File: src/rtl/fifo_sync_stream_if.sv
`default_nettype none
// ============================================================================
// Module   : fifo_sync_stream_if
// Brief    : Ready/valid stream bundle for both sides of fifo_sync_stream.
// Revision : 1.0 - initial release
// ============================================================================
interface fifo_sync_stream_if #(
    parameter int DW = 32
);
    logic          in_valid;
    logic          in_ready;
    logic [DW-1:0] in_data;
    logic          out_valid;
    logic          out_ready;
    logic [DW-1:0] out_data;

    // master: producer/consumer environment; slave: the FIFO itself
    modport master (
        output in_valid,
        output in_data,
        output out_ready,
        input  in_ready,
        input  out_valid,
        input  out_data
    );

    modport slave (
        input  in_valid,
        input  in_data,
        input  out_ready,
        output in_ready,
        output out_valid,
        output out_data
    );
endinterface
`default_nettype wire

File: src/rtl/fifo_sync_stream.sv
`default_nettype none
// ============================================================================
// Module   : fifo_sync_stream (with memory_dp storage)
// Brief    : Single-clock FWFT stream FIFO: RAM plus a 2-entry skid stage.
// Revision : 1.0 - initial release
// ============================================================================
module memory_dp #(
    parameter int DW = 32,
    parameter int AW = 4
) (
    input  wire logic          wr_clk,
    input  wire logic          wr_en,
    input  wire logic [DW-1:0] wr_wem,
    input  wire logic [AW-1:0] wr_addr,
    input  wire logic [DW-1:0] wr_din,
    input  wire logic          rd_clk,
    input  wire logic          rd_en,
    input  wire logic [AW-1:0] rd_addr,
    output logic      [DW-1:0] rd_dout
);
    logic [DW-1:0] r_mem [2**AW];

    always_ff @(posedge wr_clk) begin
        if (wr_en) begin
            r_mem[wr_addr] <= (r_mem[wr_addr] & ~wr_wem) | (wr_din & wr_wem);
        end
    end

    always_ff @(posedge rd_clk) begin
        if (rd_en) begin
            rd_dout <= r_mem[rd_addr];
        end
    end
endmodule

module fifo_sync_stream #(
    parameter int DW        = 32,
    parameter int DEPTH     = 16,
    parameter int PROG_FULL = DEPTH - 2,
    parameter int AW        = $clog2(DEPTH),
    parameter int CW        = $clog2(DEPTH + 2) + 1
) (
    input  wire logic          clk,
    input  wire logic          reset,
    fifo_sync_stream_if.slave  bus,
    output logic      [CW-1:0] count,
    output logic               prog_full
);
    localparam logic [AW:0] C_DEPTH = (AW + 1)'(DEPTH);

    logic [AW:0]   r_wr_ptr;
    logic [AW:0]   r_rd_ptr;
    logic          r_rd_inflight;
    logic [1:0]    r_skid_cnt;
    logic [DW-1:0] r_skid_head;
    logic [DW-1:0] r_skid_tail;
    logic [CW-1:0] r_count;
    logic          r_prog_full;

    logic [AW:0]   w_mem_cnt;
    logic          w_mem_full;
    logic          w_mem_empty;
    logic          w_push;
    logic          w_pop;
    logic [2:0]    w_occ;
    logic          w_issue;
    logic [DW-1:0] w_rd_dout;
    logic [CW-1:0] w_count_next;

    assign w_mem_cnt   = r_wr_ptr - r_rd_ptr;
    assign w_mem_full  = (w_mem_cnt == C_DEPTH);
    assign w_mem_empty = (w_mem_cnt == '0);

    assign bus.in_ready  = !w_mem_full;
    assign bus.out_valid = (r_skid_cnt != 2'd0);
    assign bus.out_data  = r_skid_head;

    assign w_push = bus.in_valid & !w_mem_full;
    assign w_pop  = (r_skid_cnt != 2'd0) & bus.out_ready;

    // Skid slots already claimed after this cycle's pop; prefetch only into free room
    assign w_occ   = {1'b0, r_skid_cnt} + {2'b00, r_rd_inflight} - {2'b00, w_pop};
    assign w_issue = !w_mem_empty && (w_occ < 3'd2);

    assign w_count_next = r_count + CW'(w_push) - CW'(w_pop);

    memory_dp #(
        .DW (DW),
        .AW (AW)
    ) u_mem (
        .wr_clk  (clk),
        .wr_en   (w_push),
        .wr_wem  ({DW{1'b1}}),
        .wr_addr (r_wr_ptr[AW-1:0]),
        .wr_din  (bus.in_data),
        .rd_clk  (clk),
        .rd_en   (w_issue),
        .rd_addr (r_rd_ptr[AW-1:0]),
        .rd_dout (w_rd_dout)
    );

    always_ff @(posedge clk) begin
        if (reset) begin
            r_wr_ptr      <= '0;
            r_rd_ptr      <= '0;
            r_rd_inflight <= 1'b0;
            r_skid_cnt    <= 2'd0;
            r_count       <= '0;
            r_prog_full   <= 1'b0;
        end else begin
            if (w_push) begin
                r_wr_ptr <= r_wr_ptr + 1'b1;
            end
            if (w_issue) begin
                r_rd_ptr <= r_rd_ptr + 1'b1;
            end
            r_rd_inflight <= w_issue;
            r_skid_cnt    <= r_skid_cnt + {1'b0, r_rd_inflight} - {1'b0, w_pop};
            r_count       <= w_count_next;
            r_prog_full   <= (w_count_next >= CW'(PROG_FULL));
        end
    end

    // Data slots carry no reset: contents are meaningless while r_skid_cnt says empty
    always_ff @(posedge clk) begin
        if (r_rd_inflight) begin
            if (w_pop) begin
                if (r_skid_cnt == 2'd2) begin
                    r_skid_head <= r_skid_tail;
                    r_skid_tail <= w_rd_dout;
                end else begin
                    r_skid_head <= w_rd_dout;
                end
            end else if (r_skid_cnt == 2'd0) begin
                r_skid_head <= w_rd_dout;
            end else begin
                r_skid_tail <= w_rd_dout;
            end
        end else if (w_pop) begin
            r_skid_head <= r_skid_tail;
        end
    end

    assign count     = r_count;
    assign prog_full = r_prog_full;
endmodule
`default_nettype wire

File: src/flat_wrapper.sv
// flat-port wrapper written by rule: the top's interface ports become plain ports
module fifo_sync_stream_flat 
#(
    parameter int DW        = 32,
    parameter int DEPTH     = 16,
    parameter int PROG_FULL = DEPTH - 2,
    parameter int AW        = $clog2(DEPTH),
    parameter int CW        = $clog2(DEPTH + 2) + 1
)
  (clk, reset, count, prog_full, bus_in_valid, bus_in_data, bus_out_ready, bus_in_ready, bus_out_valid, bus_out_data);
  fifo_sync_stream_if #(.DW(DW)) bus_i ();
  input  wire logic clk;
  input  wire logic reset;
  output logic      [CW-1:0] count;
  output logic prog_full;
  input wire logic [$bits(bus_i.in_valid)-1:0] bus_in_valid;
  input wire logic [$bits(bus_i.in_data)-1:0] bus_in_data;
  input wire logic [$bits(bus_i.out_ready)-1:0] bus_out_ready;
  output wire logic [$bits(bus_i.in_ready)-1:0] bus_in_ready;
  output wire logic [$bits(bus_i.out_valid)-1:0] bus_out_valid;
  output wire logic [$bits(bus_i.out_data)-1:0] bus_out_data;
  assign bus_i.in_valid = bus_in_valid;
  assign bus_i.in_data = bus_in_data;
  assign bus_i.out_ready = bus_out_ready;
  assign bus_in_ready = bus_i.in_ready;
  assign bus_out_valid = bus_i.out_valid;
  assign bus_out_data = bus_i.out_data;
  fifo_sync_stream #(.DW(DW), .DEPTH(DEPTH), .PROG_FULL(PROG_FULL), .AW(AW), .CW(CW)) u_core (.clk(clk), .reset(reset), .bus(bus_i), .count(count), .prog_full(prog_full));
endmodule
File: config.mk
export PLATFORM = sky130hd
export DESIGN_NAME = fifo_sync_stream_flat
export DESIGN_NICKNAME = d
export VERILOG_FILES = /design/src/rtl/fifo_sync_stream_if.sv /design/src/rtl/fifo_sync_stream.sv /design/src/flat_wrapper.sv
export SDC_FILE = /design/constraint.sdc
export NUM_CORES = 1
export LEC_CHECK = 0
export ABC_AREA = 1
export CORE_MARGIN = 5
export CORE_UTILIZATION = 45
export DETAILED_ROUTE_END_ITERATION = 8
export PLACE_DENSITY_LB_ADDON = 0.25
export SYNTH_ARGS = -nofsm -noshare
export SYNTH_HDL_FRONTEND = slang
export SYNTH_SLANG_ARGS = --single-unit
File: constraint.sdc
create_clock -name clk -period 4.2 [get_ports clk]
set_clock_uncertainty 0.05 [all_clocks]
set_input_delay 0.42 -clock clk [delete_from_list [all_inputs] [get_ports clk]]
set_output_delay 0.42 -clock clk [all_outputs]
set_load 0.01 [all_outputs]
# After elaboration in Yosys (flattened, before gate mapping)
# Memories as Yosys holds them, arrays and structs flattened. A register that Yosys moved wholly into a read port is not among the register bits.
# Index checks and enable logic that the tools add are counted.
# word_totals
reg_bits,84
ram_bits,512
input_bits,36
wordCells,46
output_inout_bits,41
n_memories,1
# op_classes
n_eq_ne,4
n_lt_le_gt_ge,2
add_sub_neg,9
n_bitwise,2
n_reduce_logical,10
muxes,10
# memory_table
name,depth,word_bits,read_ports,rd_ports_with_merged_regs,wr,line_no,rtl
u_core.u_mem.r_mem,16,32,1,1,1,fifo_sync_stream.sv:21,logic [DW-1:0] r_mem [2**AW];
# op_table
operator,count
32-bit two-way mux,8
5-bit by 1-bit adder with 5-bit output (second input constant),2
6-bit by 1-bit adder with 6-bit output,1
6-bit by 4-bit greater-or-equal comparator with 1-bit output (second input constant),1
2-bit nonzero test,3
6-bit by 1-bit subtractor with 6-bit output,1
5-bit equality test (second input constant),1
5-bit zero test,1
5-bit subtractor,1
2-bit by 1-bit adder with 3-bit output,1
3-bit by 2-bit < comparator with 1-bit output (second input constant),1
3-bit AND reduction,1
3-bit by 1-bit subtractor with 3-bit output,1
2-bit by 1-bit adder with 2-bit output,1
1-bit bitwise AND,2
2-bit equality test (second input constant),1
1-bit zero test,2
2-bit zero test,1
1-bit two-way mux,2
2-bit by 1-bit inequality test with 1-bit output (second input constant),1
2-bit inequality test (second input constant),1
2-bit AND reduction,1
2-bit by 1-bit subtractor with 2-bit output,1
1-bit logical AND,1

# Longest topological paths before layout
# Gate-level depths: netlist (run 1).
# depth
depth_word,7
ltp_mapped,24
ltp_nobuf,21

# Cells and area by module
# Synthesis (run 1) repeated with hierarchy kept, for this count alone.
# unflattened
cells_unflattened,3376
hier_area_um2,30753.2
# modules_own_cells
module,cells_each,area_each_um2,instances
memory_dp,3014,27074.7,1
fifo_sync_stream,362,3678.5,1

# Worst setup path before layout (run 1)
# No wires, ideal clock.
# synth_timing
path_kind,reg-to-reg
startpoint,register u_core.r_rd_ptr[1]
endpoint,memory u_core.u_mem.r_mem[3][0] (enable)
synth_period_minus_slack_ns,4.635
path_stages_with_launch,16
required_time_ns,3.689
setup_ns,0.461
setup_slack_ns,-0.435
n_path_buf,4
arrival_ns,4.124
cell_sequence,dfxtp_1 > buf_2 > inv_2 > buf_4 > buf_2 > ha_1 > nand2_1 > nand2_1 > nand2_1 > nand2_1 > nand2_1 > nand2_1 > nand2_1 > nand2_2 > buf_2 > nor3_1
# synth_via
elab_chain_len,6
# synth_lines
element,line_no,rtl
from (decl),fifo_sync_stream.sv:52,logic [AW:0] r_rd_ptr;
from (signal assigned),fifo_sync_stream.sv:115,r_rd_ptr <= r_rd_ptr + 1'b1;
5-bit subtractor,fifo_sync_stream.sv:70,assign w_mem_cnt = r_wr_ptr - r_rd_ptr;
5-bit equality test,fifo_sync_stream.sv:71,assign w_mem_full = (w_mem_cnt == C_DEPTH);
1-bit zero test,fifo_sync_stream.sv:78,assign w_push = bus.in_valid & !w_mem_full;
1-bit bitwise AND,fifo_sync_stream.sv:78,
1-bit two-way mux,fifo_sync_stream.sv:24,if (wr_en) begin
1-bit two-way mux (implied by the code),fifo_sync_stream.sv:25,r_mem[wr_addr] <= (r_mem[wr_addr] & ~wr_wem) | (wr_din & wr_wem);
to (decl),fifo_sync_stream.sv:21,
# No other way between the ends.

# Final worst setup path (run 1)
# layout_timing
startpoint,register u_core.r_rd_ptr[2]
endpoint,"register u_core.r_prog_full, in the netlist u_core.prog_full"
# layout_via
elab_chain_len,7
# layout_lines
element,line_no,rtl
5-bit subtractor,fifo_sync_stream.sv:70,
5-bit equality test,fifo_sync_stream.sv:71,
1-bit zero test,fifo_sync_stream.sv:78,
1-bit bitwise AND,fifo_sync_stream.sv:78,
named net u_core.u_mem.wr_en,fifo_sync_stream.sv:12,"input wire logic wr_en,"
6-bit by 1-bit adder with 6-bit output,fifo_sync_stream.sv:85,assign w_count_next = r_count + CW'(w_push) - CW'(w_pop);
6-bit by 1-bit subtractor with 6-bit output,fifo_sync_stream.sv:85,
6-bit by 4-bit greater-or-equal comparator with 1-bit output,fifo_sync_stream.sv:120,r_prog_full <= (w_count_next >= CW'(PROG_FULL));
to (signal assigned),fifo_sync_stream.sv:120,
to (decl),fifo_sync_stream.sv:58,logic r_prog_full;
# The timed path passes the listed nets, and every way through them passes these cells.
# A chain may end at the register's enable or synchronous reset.

==> results of run 1 <==
[routing by layer]
layer,wire length (um),share of wire
met1,23900,0.43
met2,27000,0.49
met3,3730,0.067
met4,831,0.015
met5,13,0.00023
[power by group through the flow]
stage	sequential, mW	combinational [mW]	clock [mW]
finish	8.01	4.37	5.36
global route	8.09	4.86	5.75
CTS	8.02	4.39	5.47
detailed placement	8.16	4.38	0
global placement	8.13	4.29	0
floorplan	8.23	2.79	0
[area by class of cell]
cell class / instances / area (sq um) / share of cell area
Antenna cell: 4 / 10.0 / 0.000357
Multi-Input combinational cell: 999 / 5080 / 0.181
Inverter: 80 / 305 / 0.0109
Timing Repair Buffer: 113 / 1130 / 0.0402
Tap cell: 696 / 871 / 0.0311
Clock inverter: 32 / 339 / 0.0121
Sequential cell: 628 / 18700 / 0.666
Clock buffer: 76 / 1640 / 0.0583
[kinds of logic (layout without fill, tap and decap cells)]
group                    count (synthesis)  in the layout  synth area share
adder cells (fa/ha/maj)                 19             19            0.0103
buffers and inverters                  194            301            0.0359
AND/OR/NAND/NOR                        524            524            0.0853
flip-flops                             628            628             0.761
other                                    0              4                 0
AO/OA/AOI/OAI                          450            450             0.105
XOR/XNOR                                 6              6           0.00214
[path summary, 6_finish.rpt]
path	cells past startpoint	to	startpoint	slack [ns]
worst max-delay path	19	u_core.prog_full	u_core.r_rd_ptr[2]	0.57
worst min-delay path	0	u_core.r_skid_tail[1]	u_core.u_mem.rd_dout[1]	0.39
worst min register to register	0	u_core.r_skid_tail[1]	u_core.u_mem.rd_dout[1]	0.39
worst max register to register	19	u_core.prog_full	u_core.r_rd_ptr[2]	0.57
[placed cells by master, fill, tap and decap left out, drive strengths merged, types with 4 or more instances in the layout]
master / synthesis / layout
edfxtp: 608 / 608
nor2: 296 / 296
o21ai: 291 / 291
nand2: 138 / 138
inv: 79 / 80
o22ai: 77 / 77
clkdlybuf4s50: 0 / 76
clkbuf: 59 / 76
nand3: 71 / 71
o221ai: 38 / 38
buf: 55 / 37
o211ai: 27 / 27
clkinv: 1 / 21
dfxtp: 20 / 20
ha: 17 / 17
nor3: 17 / 17
a21oi: 15 / 15
bufinv: 0 / 6
clkinvlp: 0 / 5
diode: 0 / 4
xnor2: 4 / 4
[worst reg2reg max path, stage by stage (launching register included)]
cell	delay (ns)
dfxtp_2	0.35
inv_1	0.06
ha_1	0.36
a21oi_1	0.20
nand2_1	0.08
nand2_1	0.07
nand2_1	0.05
nor2_1	0.11
nand2_1	0.27
nand2_2	0.52
inv_1	0.12
ha_1	0.27
fa_1	0.44
nand3_1	0.09
nand2_1	0.07
xor2_1	0.14
nand2_1	0.07
o21ai_0	0.10
inv_1	0.06
nand2_1	0.04
[flip-flops by register name, indices dropped and copies added (netlist names)]
signal                count
u_core.bus.out_data      32
u_core.r_rd_ptr           5
u_core.r_skid_cnt         2
u_core.r_wr_ptr           5
u_core.prog_full          1
u_core.r_skid_tail       32
u_core.r_rd_inflight      1
u_core.u_mem.rd_dout     32
u_core.count              6
u_core.u_mem.r_mem      512
[through the flow]
step	power, mW	util	std cells	hold slack [ns]
6_report	17.7	0.520	2628	0.394
5_1_grt	18.7	0.520	2626	0.408
4_1_cts	17.9	0.520	2624	0.393
3_5_place_dp	12.5	0.483	2516	0.382
3_3_place_gp	12.4	0.483	2516	0.382
2_1_floorplan	11.0	-	1821	0.376
==> run metrics, run 1 <==
run status=complete, no violations; Worst Path Max Fanout=17; drt wl/cell=around 21 um; Antenna Nets Post-Route=0; Peak VDD IR=0.419 mV; Least-Margin Pin Slew=roughly 0.99 ns; crit share post-route=0.864; fin crit period=about 3.6 ns; CP Data Arrival Time=a little over 4 ns; clock latency on the worst-skew pair=slightly above 0.6 ns; most used cell, CP=nand2_1; setup bufs post-CTS=0; cts bufs inserted=61; Fill cells=~4,400; worst path bufs/invs=3; Vias=14,600; Area growth syn-to-layout=14.4%; Net Count, Synth=about 1,900; first-pass GRT wire length=83,900 um; Post-synth top flop=edfxtp_1; CTS tree=yes; post-DR vias/cell=roughly 5.5; synth unique cells=32; 1st-pass router iterations=5; met1 Resource Use GR=0.254; Sink Count=~630; Comb pwr share=0.246; RSZ-0062 raised after global routing=no; final slew viol count=0; initial antenna violation count=7; Critical Path, Cell by Cell=inv_1 -> ha_1 -> a21oi_1 -> nand2_1 -> nand2_1 -> nand2_1 -> nor2_1 -> nand2_1 -> nand2_2 -> inv_1 -> ha_1 -> fa_1 -> nand3_1 -> nand2_1 -> xor2_1 -> nand2_1 -> o21ai_0 -> inv_1 -> nand2_1; post-synthesis cell area=about 25,000 sq um; average cell area after synthesis=between 10 and 15 sq um; drt total wl=approximately 55,000 um; cells after synthesis=between 1,500 and 2,000; Placeable Area=between 50,000 and 60,000 sq um; Detailed Place HPWL=roughly 29,000 um; chip width=around 240 um; delay of the slowest critical-path stage=about 0.52 ns; Static Leakage=between 9 and 10 nW; root buffer cell=clkbuf_16; number of port buffers=between 70 and 80; gr ovfl total=0; Initial Util=0.455; Slew headroom=0.340; clock buffer depth=3; Critical-path top delay cell=nand2_2; Worst setup EP type=flop; Clock transition at path regs=about 0.06 ns; post-route design area=28,000 sq um; dpl ws=between 0.5 and 0.6 ns; number of core rows=85; Hold Buf Count CTS=0; Yosys warnings=0; fin worst setup slack=about 0.57 ns; M3 GR Usage=0.0299; GR peak layer=met2; clock power share=0.302; dpl cell area=roughly 26,000 sq um; vias in the first global route=between 10,000 and 15,000; sequential fraction of the synthesis area=0.761; synth top area cells=edfxtp_1 74%, o21ai_0 5.9%, nor2_1 4.5%; Iter 0 DRT Violations=between 1,000 and 1,500; Crit Path Class=reg2reg; Req. time, crit path=4.65 ns; most common cell in the netlist=edfxtp_1; final total negative setup slack=0 ns; startpoint types=flop; Sw Share=0.305; num ports=77; Total GRT Usage=0.183; maxcap violations=0; nets=1,938; global routing usage on met2=0.306; Internal Pwr Total=roughly 12 mW; Finish-stage setup viols=0; H-tree Lvls=2; Synth area leader=edfxtp_1; switching power=5.41 mW; Die Y=between 200 and 250 um; fmax=276 MHz; CP top delay family=simple AND/OR/NAND/NOR gates; EDFF count, synth=about 610; Post-synth top cells=608 x edfxtp_1, 295 x nor2_1, 287 x o21ai_0; Hold/Removal Path Class=reg2reg; Die Area=59,200 sq um; power per cell area=633 nW/um^2; fraction of final layout cells sized beyond drive strength 1=0.0814; async set-reset flop share out of synthesis=0; DRC viols=0; part of the power in registers=0.452; largest net degree at the start of global routing=209; count of state elements after synthesis=roughly 630; Final GP Congestion=roughly 0.79; post-CTS sizing=0; share of the synthesized area in the top cell type=0.745; final hold vios=0
Power figures use the tool's default switching activity.
==> inputs of run 2 (changes only) <==
--- a/config.mk
+++ b/config.mk
@@ -6,8 +6,9 @@
 export NUM_CORES = 1
 export LEC_CHECK = 0
 export ABC_AREA = 1
+export CAP_MARGIN = 20
 export CORE_MARGIN = 5
-export CORE_UTILIZATION = 45
+export CORE_UTILIZATION = 35
 export DETAILED_ROUTE_END_ITERATION = 8
 export PLACE_DENSITY_LB_ADDON = 0.25
 export SYNTH_ARGS = -nofsm -noshare
==> run metrics, run 2 (synthesized netlist as in run 1, its figures left out) <==
nets=1,957; Clock transition at path regs=0.06 ns; dpl cell area=approximately 26,000 sq um; H-tree Lvls=3; Area growth syn-to-layout=16.6%; most frequent cells in the layout=608 x edfxtp_1, 294 x nor2_1, 286 x o21ai_0; Placeable Area=69,800 sq um; Detailed Place HPWL=~32,000 um; maxcap violations=0; Final Power=about 18 mW; fmax=roughly 270 MHz; Worst setup EP type=flop; setup bufs post-CTS=0; final non-filler cell total=between 2,000 and 3,000; gr ovfl total=0; Static Leakage=between 9 and 10 nW; Comb pwr share=0.249; Slew headroom=0.399; fraction of final layout cells sized beyond drive strength 1=0.0896; clock latency on the worst-skew pair=~0.60 ns; Iter 0 DRT Violations=~1,300; root buffer cell=clkbuf_16; RSZ-0062 raised after global routing=no; Sw Share=0.312; final total negative setup slack=0 ns; fin worst setup slack=0.563 ns; dpl ws=approximately 0.63 ns; final slew viol count=0; Internal Pwr Total=12.7 mW; max reg flops=512; Reg with most FFs=u_core.u_mem.r_mem; cts bufs inserted=70; number of core rows=97; clock power share=0.315; Finish-stage setup viols=0; Total GRT Usage=0.159; Least-Margin Pin Slew=approximately 0.90 ns; largest net degree at the start of global routing=around 170; post-route design area=between 20,000 and 30,000 sq um; num ports=between 70 and 80; Placed Cells=around 2,800; Final GP Congestion=approximately 0.83; Fill cells=about 6,400; Crit Path Class=reg2reg; run status=complete, no violations; Min Hold Slack=~0.4 ns; 1st-pass router iterations=5; Worst Path Max Fanout=17; number of port buffers=76; CTS tree=yes; fin crit period=3.64 ns; Vias=between 10,000 and 15,000; Hold/Removal Path Class=reg2reg; post-CTS sizing=0; switching power=between 5 and 6 mW; clock buffer depth=3; power per cell area=644 nW/um^2; final hold vios=0; startpoint types=flop; most common cell after layout, fill and taps aside=edfxtp_1; initial antenna violation count=7; Die Area=75,400 sq um; chip width=275 um; first-pass GRT wire length=90,600 um; CP Data Arrival Time=4.07 ns; DRC viols=0; Die Y=roughly 270 um; Hold Buf Count CTS=0; Sink Count=between 600 and 700; Req. time, crit path=~4.6 ns; Initial Util=0.351; Antenna Nets Post-Route=0; vias in the first global route=14,300; drt wl/cell=between 20 and 25 um; Final Util=0.410; drt total wl=just over 60,000 um; part of the power in registers=0.437; crit share post-route=0.866; post-DR vias/cell=between 5 and 6; Peak VDD IR=just under 0.4 mV
[run 2: area by class of cell]
type,count,area (sq um),area share
antenna,2,5.00,0.000175
clock buffer,89,1910,0.0667
clock inverter,34,260,0.00911
inverter,80,305,0.0107
multi-input combinational,999,5080,0.178
sequential,628,18700,0.653
tap,940,1180,0.0412
timing repair buffer,123,1180,0.0412
[run 2: power by group through the flow]
stage / combinational [mW] / clock (mW) / sequential (mW)
floorplan: 2.79 / 0 / 8.23
global placement: 4.53 / 0 / 8.17
detailed placement: 4.61 / 0 / 8.19
CTS: 4.62 / 5.94 / 8.06
global route: 5.10 / 6.18 / 8.11
finish: 4.58 / 5.79 / 8.04
[run 2: final timing paths]
kind	endpoint	from	slack, ns	cells after the start
setup / recovery	u_core.prog_full	u_core.r_rd_ptr[3]	0.56	20
hold / removal	u_core.r_skid_tail[11]	u_core.u_mem.rd_dout[11]	0.39	0
setup reg to reg	u_core.prog_full	u_core.r_rd_ptr[3]	0.56	20
hold reg to reg	u_core.r_skid_tail[11]	u_core.u_mem.rd_dout[11]	0.39	0
[run 2: per-layer routing]
layer / part of all wire / GRT usage
met5: 0.00090 / 0
met2: 0.47 / 0.258
met3: 0.063 / 0.0334
met1: 0.45 / 0.222
met4: 0.022 / 0.0401
[run 2: critical path: stages (launching register included)]
cell	delay, ns
dfxtp_1	0.40
clkinv_1	0.12
ha_1	0.35
nand2_1	0.07
inv_1	0.06
nand2_1	0.08
nand2_1	0.09
nand2_1	0.06
nand2_1	0.07
nand2_1	0.26
nand2_2	0.51
inv_1	0.13
ha_1	0.27
fa_1	0.43
nand3_1	0.09
nand2_1	0.07
xor2_1	0.14
nand2_1	0.07
o21ai_0	0.09
inv_1	0.06
nand2_1	0.04
==> inputs of run 3 (changes only) <==
--- a/config.mk
+++ b/config.mk
@@ -6,6 +6,7 @@
 export NUM_CORES = 1
 export LEC_CHECK = 0
 export ABC_AREA = 1
+export ABC_CLOCK_PERIOD_IN_PS = 4200
 export CAP_MARGIN = 20
 export CORE_MARGIN = 5
 export CORE_UTILIZATION = 35
==> results of run 3 <==
No change in the layout: final DEF, timing and power equal those of run 2.
